File: src/rtl/demodulator.sv
// Recovers 2-bit phase symbols from a 4-phase square-wave carrier
// by timing its rising edges against a free-running local counter.
module demodulator #(
    parameter int FREQ_DIV = 128,
    parameter int EDGE_OFS = 2,
    parameter int CONFIRM  = 2
) (
    input  logic       clk,
    input  logic       reset,
    input  logic       din,
    output logic [1:0] dout,
    output logic       valid,
    output logic       sym_stb,
    output logic       err
);
    localparam int CW = $clog2(FREQ_DIV);
    localparam int GW = CW + 2;
    localparam int OFS_I =
        ((FREQ_DIV / 8 - EDGE_OFS) % FREQ_DIV + FREQ_DIV) % FREQ_DIV;
    localparam logic [CW-1:0] PH_OFS  = CW'(OFS_I);
    localparam logic [GW-1:0] GAP_MAX = GW'(2 * FREQ_DIV);
    localparam logic [GW-1:0] GAP_MIN = GW'(FREQ_DIV / 2);
    localparam logic [2:0]    CONF    = 3'(CONFIRM);

    typedef enum logic [1:0] {
        NO_CARRIER,
        ACQUIRE,
        LOCKED
    } state_t;

    state_t        state, state_n;
    logic [CW-1:0] cnt;
    logic [GW-1:0] gap, gap_n;
    logic          d1, d2;
    logic          rise;
    logic [CW-1:0] phase;
    logic [1:0]    raw;
    logic [1:0]    cand, cand_n;
    logic [2:0]    match, match_n;
    logic [1:0]    dout_n;
    logic          stb_n, err_n;

    assign rise = d1 & ~d2;

    // Quarter-period windows centred on each nominal edge position;
    // modulo arithmetic comes for free from the CW-bit wrap.
    assign phase = cnt + PH_OFS;
    assign raw   = 2'(phase >> (CW - 2));

    always_comb begin
        state_n = state;
        cand_n  = cand;
        match_n = match;
        dout_n  = dout;
        stb_n   = 1'b0;
        err_n   = 1'b0;
        gap_n   = (gap == GAP_MAX) ? gap : gap + GW'(1);
        if (rise && state != NO_CARRIER && gap < GAP_MIN) begin
            err_n = 1'b1;
        end else if (rise) begin
            gap_n = '0;
            if (state != NO_CARRIER && raw == cand) begin
                if (match != CONF)
                    match_n = match + 3'd1;
            end else begin
                cand_n  = raw;
                match_n = 3'd1;
            end
            if (state == NO_CARRIER)
                state_n = ACQUIRE;
            if (match_n == CONF &&
                (state != LOCKED || cand_n != dout)) begin
                dout_n  = cand_n;
                stb_n   = 1'b1;
                state_n = LOCKED;
            end
        end else if (gap == GAP_MAX) begin
            state_n = NO_CARRIER;
            match_n = '0;
        end
    end

    always_ff @(posedge clk or negedge reset) begin
        if (!reset) begin
            cnt     <= '0;
            gap     <= '0;
            d1      <= 1'b0;
            d2      <= 1'b0;
            cand    <= 2'b00;
            match   <= '0;
            state   <= NO_CARRIER;
            dout    <= 2'b00;
            valid   <= 1'b0;
            sym_stb <= 1'b0;
            err     <= 1'b0;
        end else begin
            cnt     <= cnt + CW'(1);
            d1      <= din;
            d2      <= d1;
            gap     <= gap_n;
            cand    <= cand_n;
            match   <= match_n;
            state   <= state_n;
            dout    <= dout_n;
            valid   <= (state_n == LOCKED);
            sym_stb <= stb_n;
            err     <= err_n;
        end
    end
endmodule
File: config.mk
export PLATFORM = sky130hd
export DESIGN_NAME = demodulator
export DESIGN_NICKNAME = d
export VERILOG_FILES = /design/src/rtl/demodulator.sv
export SDC_FILE = /design/constraint.sdc
export NUM_CORES = 1
export LEC_CHECK = 0
export BUFFER_PORTS_ARGS = -buffer_cell sky130_fd_sc_hd__buf_2
export CORE_MARGIN = 2
export CORE_UTILIZATION = 53
export DETAILED_ROUTE_END_ITERATION = 7
export PLACE_DENSITY = 0.75
export SYNTH_ARGS = -nofsm -noshare
export SYNTH_HDL_FRONTEND = slang
export SYNTH_SLANG_ARGS = --single-unit
File: constraint.sdc
create_clock -name clk -period 2 [get_ports clk]
set_clock_uncertainty 0.05 [all_clocks]
set_input_delay 0.4 -clock clk [delete_from_list [all_inputs] [get_ports clk]]
set_output_delay 0.4 -clock clk [all_outputs]
set_load 0.01 [all_outputs]
==> impl_metrics.py <==
metrics = {
    "finish": {
        "final.fill_count": 220,
        "multi_input_area_um2": 698,
        "fin_util_pct": 65.3,
        "layout.area.seq_um2": 751,
        "share_of_layout_cells_above_drive_strength_1_pct": 21.9,
        "antenna-diode-count": 0,
        "finalNetCount": 163,
        "instances_no_fill": 185,
        "area_growth_syn_to_layout_pct": 14.8,
    },
    "die": {
        "die_height_um": 56.0,
        "boundaryPins": 8,
        "site_row_count": 18,
        "floorplan.die_area_um2": 3140,
        "die_width_um": 56.0,
        "design.core.area_um2": 2520,
        "initial_utilization_pct": 56.9,
    },
    "setup_path": {
        "critPathTopFamily": "simple AND/OR/NAND/NOR gates",
        "r2r_start": "match[0]",
        "cp_data_required_time_ps": 2220,
        "launching_element_of_the_worst_setup_path": "match[0]",
        "slowest_cell_on_the_critical_path": "sky130_fd_sc_hd__or4b_4",
        "critical-path-max-stage-delay_ps": 540,
        "worst-path-buf-inv": 0,
        "cp.arrival_ps": 2240,
        "worstSetupEndpointType": "flip-flop",
        "timing.critical_path.fanout_max": 6,
        "worstSetupStartpointType": "flip-flop",
        "cells_along_the_critical_path": "ha_2 > or4b_4 > a31oi_4 > nand4_4 > a311oi_2 > nand2b_1",
        "worst-setup-path-type": "reg2reg",
    },
    "global_route": {
        "grt_antenna_before_repair": 0,
        "grt-ovfl-total": 0,
        "first_global_vias": 1032,
        "grt_first_pass_wirelength_mm": 4.64,
        "maximum_number_of_pins_on_one_net_before_global_route_repair": 31,
        "grtUsageTotal_pct": 19.3,
    },
    "synth": {
        "synthFlopType": "sky130_fd_sc_hd__dfrtp_1",
        "syn-cell-area_um2": 1440,
        "netlist-cell-type-count": 32,
        "seq_area_frac_synth_pct": 52.3,
        "count_of_warnings_emitted_by_yosys": 0,
        "synth.net_count": 143,
        "async_flop_share_pct": 100,
        "syn-mean-instance-area_um2": 10.6,
        "yosys-top-cells-area": "sky130_fd_sc_hd__dfrtp_1, sky130_fd_sc_hd__xor2_1, sky130_fd_sc_hd__xnor2_1",
        "synth_largest_area_cell": "sky130_fd_sc_hd__dfrtp_1",
        "synth-seq-cells": 30,
        "synth_largest_type_area_fraction_pct": 52.3,
        "post_synth_inst_count": 135,
        "synth-edff-count": 0,
    },
    "status": {
        "status": "finished, violations left",
        "violations": "negative setup slack",
    },
    "placed_design": {
        "pre_cts_slack_ps": -75.8,
        "detailed_place_hpwl_mm": 1.78,
        "io_buffer_count": 7,
        "place.gp.congestion": 0.737,
        "dp_cells": 176,
    },
    "sta": {
        "finalCritPeriodShare_pct": 101,
        "timing.final.max_slew_violations": 0,
        "rsz0062_at_grt": "true",
        "worst_setup_slack_final_ps": -17.4,
        "worst_slew_pin_slew_ps": 657,
        "finalHoldViolations": 0,
        "timing.hold.ws_ps": 38.9,
        "finalWorstPathRequiredPeriod_ps": 2020,
        "final-setup-viol-count": 1,
        "fmaxAchievable_mhz": 496,
        "maxSlewHeadroom_pct": 56.2,
    },
    "drt": {
        "drc": 0,
        "average_wire_per_standard_cell_um": 14.0,
        "drtIter0Drc": 27,
        "detail_route.vias_per_cell": 5.62,
        "route.vias.total": 1039,
        "route.antenna.remaining_nets": 0,
        "route.final.wire_length_mm": 2.58,
        "firstDrtPassIters": 4,
    },
    "clock_tree": {
        "clkLatencyLatePin_ps": 330,
        "tritoncts": "done",
        "cts_root_buf": "sky130_fd_sc_hd__clkbuf_4",
        "cts.clk_slew.worst_paths_ps": 100,
        "htreeDepth": 2,
        "tritoncts_num_sinks": 30,
        "ctsLongestPathBuffers": 2,
        "cts_bufs_inserted": 5,
    },
    "hold_path": {
        "hold_class": "in2async",
    },
    "power_and_ir_drop": {
        "ir_drop_uv": 754,
        "p_total_uw": 1850,
        "power_density_nw_per_um2": 1120,
        "static_leakage_uw": 0.000774,
    },
    "flow_run": {
        "cap_viol_max_count": 0,
    },
}
[cell type report]
cell class / count / area share, %
Tap cell: 30 / 2.28
Sequential cell: 30 / 45.6
Inverter: 5 / 1.14
Multi-Input combinational cell: 98 / 42.4
Clock buffer: 5 / 2.28
Timing Repair Buffer: 15 / 5.77
Clock inverter: 2 / 0.607
[kinds of logic after synthesis]
logic type	Yosys count	synth area share, %
and+or+nand+nor	50	17.7
DFF	30	52.3
AOI/OAI and AO/OA	22	10.8
xor gates and xnor gates	20	12.2
buffers and inverters	7	1.83
adders and majority gates	5	4.36
muxes	1	0.785
[routing by layer]
metal,track usage [%],vias to the layer above,share of wire [%]
li1,-,500,-
met2,31.1,20,49
met4,12.2,0,2.4
met1,22.8,513,45
met3,4.88,6,4.1
met5,0,-,0
[cells in the final DEF (no fill, tap or decap), drive strengths merged, types with 4 or more instances in the layout]
master / netlist / final
o31ai: 4 / 4
dfrtp: 30 / 30
inv: 5 / 5
nor2: 16 / 16
clkbuf: 2 / 5
a21oi: 4 / 4
buf: 0 / 15
xor2: 11 / 11
ha: 5 / 5
nand3: 10 / 10
and3: 4 / 4
xnor2: 9 / 9
o21ai: 7 / 7
nand2: 7 / 7
[worst paths after layout]
kind                               end  slack, ps  cells past startpoint
min in group clk                    d1        130                      1
max in group asynchronous          err       1420                      1
worst max-delay path             valid        -20                      6
worst min register to register      d2        340                      0
worst min-delay path            gap[6]         40                      1
worst max register to register   valid        -20                      6
[timing repair]
action                     4_1_cts  5_1_grt
pin swaps                        1        2
hold buffers                     0        0
gates cloned                     0        0
setup buffers                    1        1
resized for setup                1        8
setup endpoints to repair        4        6
[flip-flops by register name (all words and copies together), names as in the netlist]
name     flops
d1           1
cand         2
state        2
match        3
valid        1
sym_stb      1
err          1
dout         2
d2           1
gap          9
cnt          7
[synth_stat cells, types with 4 or more instances]
| cell type | n |
|---|---|
| sky130_fd_sc_hd__nand3_1 | 10 |
| sky130_fd_sc_hd__o31ai_1 | 4 |
| sky130_fd_sc_hd__inv_1 | 5 |
| sky130_fd_sc_hd__ha_1 | 5 |
| sky130_fd_sc_hd__xnor2_1 | 9 |
| sky130_fd_sc_hd__dfrtp_1 | 30 |
| sky130_fd_sc_hd__and3_1 | 4 |
| sky130_fd_sc_hd__a21oi_1 | 4 |
| sky130_fd_sc_hd__nand2_1 | 7 |
| sky130_fd_sc_hd__nor2_1 | 16 |
| sky130_fd_sc_hd__o21ai_0 | 7 |
| sky130_fd_sc_hd__xor2_1 | 11 |
[where the power goes]
part	internal, uW	leakage (uW)	switching (uW)	total (uW)
registers	743	0.000380	125	868
logic	322	0.000363	338	661
clock network	126	0.0000308	198	324
[per-stage QoR]
| step | area [um^2] | setup TNS [ps] |
|---|---|---|
| finish | 1650 | -17.4 |
| global route | 1650 | -151 |
| CTS | 1600 | 0 |
| detailed placement | 1550 | -158 |
| global placement | 1550 | 0 |
| floorplan | 1440 | 0 |
Power figures use the tool's default switching activity.
